<file path="config.mk">
export PLATFORM = sky130hd
export DESIGN_NAME = iq_accumulator_flat
export DESIGN_NICKNAME = d
export VERILOG_FILES = /design/src/rtl/vna_acc_pkg.sv /design/src/rtl/iq_accumulator_if.sv /design/src/rtl/acc_out_fifo.sv /design/src/rtl/iq_accumulator.sv /design/src/flat_wrapper.sv
export SDC_FILE = /design/constraint.sdc
export NUM_CORES = 1
export LEC_CHECK = 0
export BUFFER_PORTS_ARGS = -buffer_cell sky130_fd_sc_hd__buf_4
export CELL_PAD_IN_SITES_DETAIL_PLACEMENT = 1
export CELL_PAD_IN_SITES_GLOBAL_PLACEMENT = 2
export CORE_MARGIN = 4
export CORE_UTILIZATION = 39
export CTS_CLUSTER_SIZE = 25
export DETAILED_ROUTE_END_ITERATION = 8
export PLACE_DENSITY = 0.84
export SYNTH_ARGS = -nofsm -noshare
export SYNTH_HDL_FRONTEND = slang
export SYNTH_SLANG_ARGS = --single-unit
</file>
<file path="constraint.sdc">
create_clock -name aclk -period 6.6 [get_ports aclk]
set_clock_uncertainty 0.1 [all_clocks]
set_input_delay 0.33 -clock aclk [delete_from_list [all_inputs] [get_ports aclk]]
set_output_delay 0.33 -clock aclk [all_outputs]
set_load 0.01 [all_outputs]
</file>
<file path="src/rtl/vna_acc_pkg.sv">
// Shared definitions for the I/Q accumulator: default widths, output beat
// field offsets and the integration FSM state encoding.
package vna_acc_pkg;

  localparam int unsigned DATA_W_DEF = 16;
  localparam int unsigned ACC_W_DEF  = 48;
  localparam int unsigned CNT_W_DEF  = 32;

  // Field offsets inside the output beat {count, q_sum, i_sum}
  localparam int unsigned I_LSB   = 0;
  localparam int unsigned Q_LSB   = ACC_W_DEF;
  localparam int unsigned CNT_LSB = 2 * ACC_W_DEF;

  localparam int unsigned TDATA_W_DEF = 2 * ACC_W_DEF + CNT_W_DEF;

  typedef enum logic {
    IDLE  = 1'b0,
    ACCUM = 1'b1
  } acc_state_e;

endpackage

</file>
<file path="src/rtl/iq_accumulator_if.sv">
// AXI-Stream style output link from the accumulator to the packetiser.
interface iq_accumulator_if
  import vna_acc_pkg::*;
#(
  parameter int unsigned TDATA_W = TDATA_W_DEF
) ();

  logic [TDATA_W-1:0] tdata;
  logic               tvalid;
  logic               tready;
  logic               tlast;

  modport master (output tdata, output tvalid, output tlast, input  tready);
  modport slave  (input  tdata, input  tvalid, input  tlast, output tready);

endinterface

</file>
<file path="src/rtl/acc_out_fifo.sv">
// Two-entry valid/ready buffer; the head register drives the outputs
// directly so data stays stable while stalled.
module acc_out_fifo #(
  parameter int unsigned W = 129
) (
  input  logic         aclk,
  input  logic         rst,
  input  logic         push_i,
  input  logic [W-1:0] din_i,
  output logic         full_o,
  output logic         pop_o,
  output logic [W-1:0] dout_o,
  output logic         valid_o,
  input  logic         ready_i
);

  logic [W-1:0] head_q;
  logic [W-1:0] tail_q;
  logic         head_v_q;
  logic         tail_v_q;

  assign pop_o   = head_v_q & ready_i;
  assign full_o  = head_v_q & tail_v_q;
  assign dout_o  = head_q;
  assign valid_o = head_v_q;

  // Head/tail update; a push while full is only taken if a pop frees a slot
  always_ff @(posedge aclk) begin
    if (!rst) begin
      head_q   <= '0;
      tail_q   <= '0;
      head_v_q <= 1'b0;
      tail_v_q <= 1'b0;
    end else if (pop_o) begin
      if (tail_v_q) begin
        head_q <= tail_q;
        if (push_i) begin
          tail_q <= din_i;
        end else begin
          tail_v_q <= 1'b0;
        end
      end else if (push_i) begin
        head_q <= din_i;
      end else begin
        head_v_q <= 1'b0;
      end
    end else if (push_i) begin
      if (!head_v_q) begin
        head_q   <= din_i;
        head_v_q <= 1'b1;
      end else if (!tail_v_q) begin
        tail_q   <= din_i;
        tail_v_q <= 1'b1;
      end
    end
  end

endmodule

</file>
<file path="src/rtl/iq_accumulator.sv">
// Integrates signed I/Q samples across each acc_trigger window and emits one
// {count, q_sum, i_sum} beat per frequency point, tagging the sweep's last.
module iq_accumulator
  import vna_acc_pkg::*;
#(
  parameter int unsigned DATA_W = DATA_W_DEF,
  parameter int unsigned ACC_W  = ACC_W_DEF,
  parameter int unsigned CNT_W  = CNT_W_DEF
) (
  input  logic              aclk,
  input  logic              rst,
  input  logic [DATA_W-1:0] s_i,
  input  logic [DATA_W-1:0] s_q,
  input  logic              s_valid,
  input  logic              acc_trigger,
  input  logic [15:0]       points_per_sweep,
  iq_accumulator_if.master  m_axis,
  output logic              overrun,
  output logic [15:0]       drop_count
);

  localparam int unsigned TDATA_W = 2 * ACC_W + CNT_W;

  acc_state_e       state_q;
  logic             trig_q;
  logic [ACC_W-1:0] i_sum_q;
  logic [ACC_W-1:0] q_sum_q;
  logic [CNT_W-1:0] cnt_q;
  logic [15:0]      pps_q;
  logic [15:0]      pt_idx_q;
  logic [15:0]      pt_idx_d;
  logic             overrun_q;
  logic             overrun_d;
  logic [15:0]      drop_q;
  logic [15:0]      drop_d;

  logic [ACC_W-1:0] i_ext;
  logic [ACC_W-1:0] q_ext;
  logic [CNT_W-1:0] cnt_inc;
  logic             win_end;
  logic             pt_last;
  logic             fifo_full;
  logic             fifo_pop;
  logic             drop;
  logic [TDATA_W:0] fifo_din;
  logic [TDATA_W:0] fifo_dout;

  assign i_ext   = ACC_W'($signed(s_i));
  assign q_ext   = ACC_W'($signed(s_q));
  assign cnt_inc = (&cnt_q) ? cnt_q : cnt_q + CNT_W'(1);

  // trig_q high means the previous cycle was inside the window
  assign win_end = trig_q & ~acc_trigger;
  assign pt_last = (pt_idx_q == pps_q - 16'd1);
  assign drop    = win_end & fifo_full & ~fifo_pop;
  assign fifo_din = {pt_last, cnt_q, q_sum_q, i_sum_q};

  // Integration FSM and accumulators
  always_ff @(posedge aclk) begin
    if (!rst) begin
      state_q <= IDLE;
      trig_q  <= 1'b0;
      i_sum_q <= '0;
      q_sum_q <= '0;
      cnt_q   <= '0;
    end else begin
      trig_q <= acc_trigger;
      case (state_q)
        IDLE: begin
          if (acc_trigger) begin
            state_q <= ACCUM;
            if (s_valid) begin
              i_sum_q <= i_ext;
              q_sum_q <= q_ext;
              cnt_q   <= CNT_W'(1);
            end else begin
              i_sum_q <= '0;
              q_sum_q <= '0;
              cnt_q   <= '0;
            end
          end
        end
        ACCUM: begin
          if (!acc_trigger) begin
            state_q <= IDLE;
          end else if (s_valid) begin
            i_sum_q <= i_sum_q + i_ext;
            q_sum_q <= q_sum_q + q_ext;
            cnt_q   <= cnt_inc;
          end
        end
        default: state_q <= IDLE;
      endcase
    end
  end

  // Point index and drop bookkeeping; index advances on drops too
  always_comb begin
    pt_idx_d  = pt_idx_q;
    overrun_d = overrun_q;
    drop_d    = drop_q;
    if (win_end) begin
      pt_idx_d = pt_last ? 16'd0 : pt_idx_q + 16'd1;
    end
    if (drop) begin
      overrun_d = 1'b1;
      drop_d    = (&drop_q) ? drop_q : drop_q + 16'd1;
    end
  end

  // Point counters; points_per_sweep is captured only during reset
  always_ff @(posedge aclk) begin
    if (!rst) begin
      pps_q     <= (points_per_sweep == 16'd0) ? 16'd1 : points_per_sweep;
      pt_idx_q  <= '0;
      overrun_q <= 1'b0;
      drop_q    <= '0;
    end else begin
      pt_idx_q  <= pt_idx_d;
      overrun_q <= overrun_d;
      drop_q    <= drop_d;
    end
  end

  acc_out_fifo #(
    .W(TDATA_W + 1)
  ) u_fifo (
    .aclk    (aclk),
    .rst     (rst),
    .push_i  (win_end),
    .din_i   (fifo_din),
    .full_o  (fifo_full),
    .pop_o   (fifo_pop),
    .dout_o  (fifo_dout),
    .valid_o (m_axis.tvalid),
    .ready_i (m_axis.tready)
  );

  assign m_axis.tlast = fifo_dout[TDATA_W];
  assign m_axis.tdata = fifo_dout[TDATA_W-1:0];
  assign overrun      = overrun_q;
  assign drop_count   = drop_q;

endmodule

</file>
<file path="src/flat_wrapper.sv">
// flat-port wrapper written by rule: the top's interface ports become plain ports
module iq_accumulator_flat import vna_acc_pkg::*;
#(
  parameter int unsigned DATA_W = DATA_W_DEF,
  parameter int unsigned ACC_W  = ACC_W_DEF,
  parameter int unsigned CNT_W  = CNT_W_DEF
)
  (aclk, rst, s_i, s_q, s_valid, acc_trigger, points_per_sweep, overrun, drop_count, m_axis_tdata, m_axis_tvalid, m_axis_tlast, m_axis_tready);
  iq_accumulator_if m_axis_i ();
  input  logic aclk;
  input  logic rst;
  input  logic [DATA_W-1:0] s_i;
  input  logic [DATA_W-1:0] s_q;
  input  logic s_valid;
  input  logic acc_trigger;
  input  logic [15:0] points_per_sweep;
  output logic overrun;
  output logic [15:0] drop_count;
  output wire logic [$bits(m_axis_i.tdata)-1:0] m_axis_tdata;
  output wire logic [$bits(m_axis_i.tvalid)-1:0] m_axis_tvalid;
  output wire logic [$bits(m_axis_i.tlast)-1:0] m_axis_tlast;
  input wire logic [$bits(m_axis_i.tready)-1:0] m_axis_tready;
  assign m_axis_tdata = m_axis_i.tdata;
  assign m_axis_tvalid = m_axis_i.tvalid;
  assign m_axis_tlast = m_axis_i.tlast;
  assign m_axis_i.tready = m_axis_tready;
  iq_accumulator #(.DATA_W(DATA_W), .ACC_W(ACC_W), .CNT_W(CNT_W)) u_core (.aclk(aclk), .rst(rst), .s_i(s_i), .s_q(s_q), .s_valid(s_valid), .acc_trigger(acc_trigger), .points_per_sweep(points_per_sweep), .m_axis(m_axis_i), .overrun(overrun), .drop_count(drop_count));
endmodule
</file>
Word-level counts from Yosys, hierarchy flattened
Index checks and enable logic that the tools add are counted.
Widths: inputs -> output; s select.
{"block": "word_totals", "input_bits": 53, "regBits": 439}
{"block": "classes", "n_bitwise": 9, "n_eq_ne": 10, "n_reduce_logical": 13, "n_mux": 37, "addsub": 6}
{"cell": "$mux 129", "n": 10}
{"cell": "$mux 48", "n": 8}
{"cell": "$pmux 48 s2", "n": 2}
{"cell": "$mux 32", "n": 4}
{"cell": "$add 48x48->48", "n": 2}
{"cell": "$pmux 32 s2", "n": 1}
{"cell": "$add 16x1->16 const B", "n": 2}
{"cell": "$add 32x1->32 const B", "n": 1}
{"cell": "$reduce_and 32->1", "n": 1}
{"cell": "$eq 16x16->1", "n": 1}
{"cell": "$logic_not 16->1", "n": 1}
{"cell": "$mux 16", "n": 1}
{"cell": "$reduce_and 16->1", "n": 1}
{"cell": "$sub 16x1->16 const B", "n": 1}
{"cell": "$ne 2x2->1 const B", "n": 7}
{"cell": "$mux 1", "n": 11}
{"cell": "$reduce_and 3->1", "n": 3}
{"cell": "$reduce_and 4->1", "n": 2}
{"cell": "$reduce_bool 2->1", "n": 3}
{"cell": "$and 1x1->1", "n": 5}
{"cell": "$ne 2x1->1 const B", "n": 2}
{"cell": "$not 1->1", "n": 4}
{"cell": "$reduce_and 2->1", "n": 2}

Logic depth before layout (Yosys ltp)
{"block": "depth", "depth_word": 6, "mapped_depth": 13}

Cells and area by module
Synthesis repeated with hierarchy kept, for this count alone.
{"block": "unflattened", "cells_unflattened": 3070, "hier_area_um2": 24881.4}
{"mod": "iq_accumulator", "cells_per_inst": 1620, "instances": 1, "area_each_um2": 12779.8, "seq_area_each_um2": 3723.6}
{"mod": "acc_out_fifo", "cells_per_inst": 1450, "instances": 1, "area_each_um2": 12101.6, "seq_area_each_um2": 5205.0}

Least setup slack after synthesis
Ideal clock, no wire load.
{"block": "synth_path", "path_type": "reg-to-reg", "from": "reg u_core.i_sum_q[0]", "to": "reg u_core.i_sum_q[42]", "t_required_ps": 6375, "arrival_ps": 2958, "path_stages_with_launch": 14, "synth_period_minus_slack_ps": 3183, "setup_slack_ps": 3417, "cell_sequence": "dfxtp_1 ha_1 inv_1 fa_1 nor2b_1 o31ai_1 a21o_1 o211a_1 o31a_1 o211ai_1 a211oi_1 o41ai_1 xnor2_1 a21oi_1"}
{"block": "synth_via", "elab_chain_cells": 4}
{"element": "start, declared", "line": "iq_accumulator.sv:26", "source": "logic [ACC_W-1:0] i_sum_q;"}
{"element": "start signal, assigned", "line": "iq_accumulator.sv:73", "source": "i_sum_q <= i_ext;"}
{"element": "start signal, assigned", "line": "iq_accumulator.sv:87", "source": "i_sum_q <= i_sum_q + i_ext;"}
{"element": "$add 48x48->48", "line": "iq_accumulator.sv:87"}
{"element": "$mux 48", "line": "iq_accumulator.sv:86", "source": "end else if (s_valid) begin"}
{"element": "$mux 48", "line": "iq_accumulator.sv:84", "source": "if (!acc_trigger) begin"}
{"element": "$pmux 48 s2", "line": "iq_accumulator.sv:68", "source": "case (state_q)"}
Every way passes these cells. The select of a mux whose other input is x is not followed.
A chain may end at the register's enable or synchronous reset.

Worst setup path after layout
Ends and elaborated chain as after synthesis.

==> results_dict.tcl <==
set metrics [dict create \
    final_layout_size_suffix_gt1_share_pct 10.86 \
    regToRegSetupSlack_ns 2.90 \
    cts.reportedPaths.clkPinSlew_ns 0.06 \
    antenna_cells 0 \
    gr-total-overflow 0 \
    root_buffer "clkbuf_16" \
    crit_required_ns 6.98 \
    num_vias 20478 \
    postCtsSetupBuffers 0 \
    clock_sinks 438 \
    gp_congestion 0.8708 \
    grt_pass1_vias 21324 \
    fin_crit_sh_pct 56.07 \
    die_w_um 249.3 \
    grt_use_total_pct 22.17 \
    cts_tree "yes" \
    antenna_found_initial 1 \
    grt.busiest_layer "met2" \
    die_y_um 249.3 \
    slew_headroom_pct 23.56 \
    fin_cells 3694 \
    rsz0062_at_grt "false" \
    hpwl_um 48310 \
    synthArstFlopShare_pct 0 \
    fmax_mhz 270.2 \
    yosysTopAreaCellShare_pct 37.20 \
    critical_path_arrival_ns 4.08 \
    post_cts_resize_count 0 \
    clock_latency_ns 0.61 \
    cts_made_buffers 50 \
    synth-edff-count 16 \
    syn_inst 2776 \
    hold_start "s_q[13]" \
    grt_start_max_net_pins 160 \
    min_delay_path_depth 3 \
    yosysTopAreaCell "dfxtp_1" \
    ys.flop_type "dfxtp_1" \
    tightest_slew_ns 1.144 \
    grt_pass1_wl_um 115400 \
    power.leakage_nw 11.11 \
    layout_min_cycle_time_ns 3.701 \
    wl_um 71300 \
    reg2reg_from "u_core.i_sum_q[0]$_SDFFE_PN0P_" \
    final.setup.tns_ns 0 \
    yosysWarnings 0 \
    synth.distinct_cells 74 \
    area_delta_synth_final_pct 17.63 \
    synth_area_per_cell_um2 8.181 \
    drt_pass1_iterations 5 \
    ys_seq_area_share_pct 39.31 \
    h-tree-depth 2 \
    clockBufferDepth 3 \
    crit_fanout 4 \
    io_pins 200 \
    via_per_inst 5.544 \
    setup_viol 0 \
    hp-class "in2reg" \
    wire_per_inst_um 19.30 \
    die_area_mm2 0.06216 \
    slew_violations 0 \
    port_buffers 199 \
    start_util_pct 39.37 \
    ant_nets 0 \
    cellPowerDensity_mw_per_mm2 257.0 \
    syn_area_mm2 0.02271 \
    timing.rr.end "u_core.i_sum_q[42]$_SDFFE_PN0P_" \
    critical_path_class "reg2reg" \
    critPathLaunchType "register" \
    grtUsageMet2_pct 38.99 \
    vdd_drop_max_v 0.0001668 \
    fin_nets 3041 \
    holdPathEnd "u_core.q_sum_q[13]$_SDFFE_PN0P_" \
    rows 88 \
    drc_errors 0 \
    drt-initial-drc-count 1000 \
    grt_util_met3_pct 3.706 \
    end_kind "register" \
    synthTopCellsByArea "dfxtp_1 37%, a21oi_1 6.8%, nand2_1 6.1%" \
    core_area_mm2 0.05770 \
    ys_ff_latch 438 \
    globalRouteMet1Util_pct 28.56 \
    drv_cap 0 \
    place_inst 3555 \
    outcome "completed" \
    r2r_cells 13 \
    finalHoldViolCount 0 \
    synth_nets 2930 \
]
-- flip-flops by register name, indices dropped and copies added, names as in the netlist, 16 cells and up --
register	cells
u_core.u_fifo.dout_o	129
u_core.cnt_q	32
u_core.pt_idx_q	16
u_core.drop_count	16
u_core.pps_q	16
u_core.u_fifo.tail_q	129
u_core.i_sum_q	48
u_core.q_sum_q	48
-- synth_stat cells, types with 3 or more instances --
cell type  number
a2111oi_0       4
a211oi_1      146
a21boi_0        4
a21o_1         65
a21oi_1       309
a221oi_1       20
a31oi_1        14
a32oi_1         3
a41o_1          3
a41oi_1         4
and2_1         11
and3_1         14
and4_1         12
buf_1          12
clkbuf_1      185
dfxtp_1       422
edfxtp_1       16
ha_1           99
inv_1          36
mux2i_1       135
nand2_1       371
nand2b_1        6
nand3_1        56
nand3b_1        5
nand4_1        35
nor2_1        312
nor2b_1        11
nor3_1         36
nor4_1         11
o211ai_1        9
o21a_1         15
o21ai_0       156
o21bai_1       10
o2bb2ai_1       4
o31a_1          4
o31ai_1         7
or2_2           3
or3_1          18
xnor2_1        78
xor2_1         72
-- layer usage --
layer  part of all wire [%]  wire (um)
met4                    1.8       1286
met1                     46      32790
met5                  0.017         12
met3                    3.5       2524
met2                     49      34680
-- cell type report --
class | instances | area [um^2]
clock buffer | 75 | 1458
timing repair buffer | 261 | 2097
clock inverter | 19 | 237.7
inverter | 37 | 146.4
fill | 6867 | 30980
sequential | 438 | 8930
tap | 765 | 957.2
multi-input combinational | 2099 | 12890
-- worst max path at each step --
stage,slack (ns),cells after the start,endpoint,start
detailed placement,2.78,12,u_core.q_sum_q[44]$_SDFFE_PN0P_,s_q[15]
global route,2.65,13,u_core.i_sum_q[42]$_SDFFE_PN0P_,u_core.i_sum_q[0]$_SDFFE_PN0P_
floorplan,3.42,13,u_core.i_sum_q[42]$_SDFFE_PN0P_,u_core.i_sum_q[0]$_SDFFE_PN0P_
CTS,2.89,13,u_core.i_sum_q[42]$_SDFFE_PN0P_,u_core.i_sum_q[0]$_SDFFE_PN0P_
finish,2.90,13,u_core.i_sum_q[42]$_SDFFE_PN0P_,u_core.i_sum_q[0]$_SDFFE_PN0P_
global placement,2.92,12,u_core.q_sum_q[44]$_SDFFE_PN0P_,s_q[15]
-- logic make-up after synthesis --
logic type	after synthesis	share of synthesized area (%)
AO/OA/AOI/OAI	797	21.61
XOR/XNOR	150	5.784
adder cells (fa/ha/maj)	101	5.630
buffers and inverters	239	4.104
flip-flops	438	39.31
multiplexers	136	5.999
AND/OR/NAND/NOR	915	17.56
-- per-stage QoR --
step	worst slack (ns)	hold slack, ns	power [W]	area [um^2]	util (%)
4_1_cts	2.887	0.0005217	0.006944	26720	46.30
3_5_place_dp	2.776	0.3472	0.004027	24570	42.59
6_report	2.899	0.02726	0.006866	26720	46.30
3_3_place_gp	2.918	0.3383	0.003997	24570	42.59
2_1_floorplan	3.417	0.3312	0.003657	22710	-
5_1_grt	2.653	0.01158	0.007199	26720	46.30
-- power breakdown --
group | total (W) | internal, W | switching [W]
sequential | 0.00288 | 0.00277 | 0.000109
combinational | 0.00113 | 0.000448 | 0.000677
clock | 0.00286 | 0.00169 | 0.00117
total | 0.00687 | 0.00491 | 0.00196
-- critical path: stages, from the launching register on --
cell and delay [ns]:
dfxtp_1 0.38, ha_1 0.22, inv_1 0.07, fa_1 0.40
nor2b_1 0.18, o31ai_1 0.14, a21o_1 0.24, o211a_1 0.29
o31a_1 0.39, o211ai_1 0.33, a211oi_1 0.20, o41ai_1 0.40
xnor2_1 0.17, a21oi_1 0.08
-- cells in the final DEF, fill, tap and decap left out, types with 18 or more instances in the layout --
| cell type | count |
|---|---|
| nor2_1 | 311 |
| dfxtp_1 | 421 |
| nand2_1 | 371 |
| or3_1 | 18 |
| a211oi_1 | 146 |
| clkbuf_16 | 51 |
| nand4_1 | 35 |
| buf_4 | 214 |
| nand3_1 | 55 |
| a21oi_1 | 309 |
| ha_1 | 99 |
| a21o_1 | 65 |
| nor3_1 | 36 |
| o21ai_0 | 155 |
| xor2_1 | 72 |
| dlygate4sd3_1 | 45 |
| xnor2_1 | 78 |
| a221oi_1 | 20 |
| mux2i_1 | 135 |
| inv_1 | 35 |
-- what timing repair did --
item / CTS / global route
hold endpoints to repair: 43 / 0
setup endpoints to repair: 0 / 0
hold buffers: 45 / 0
Note: power is estimated with default switching activity, not from simulation.
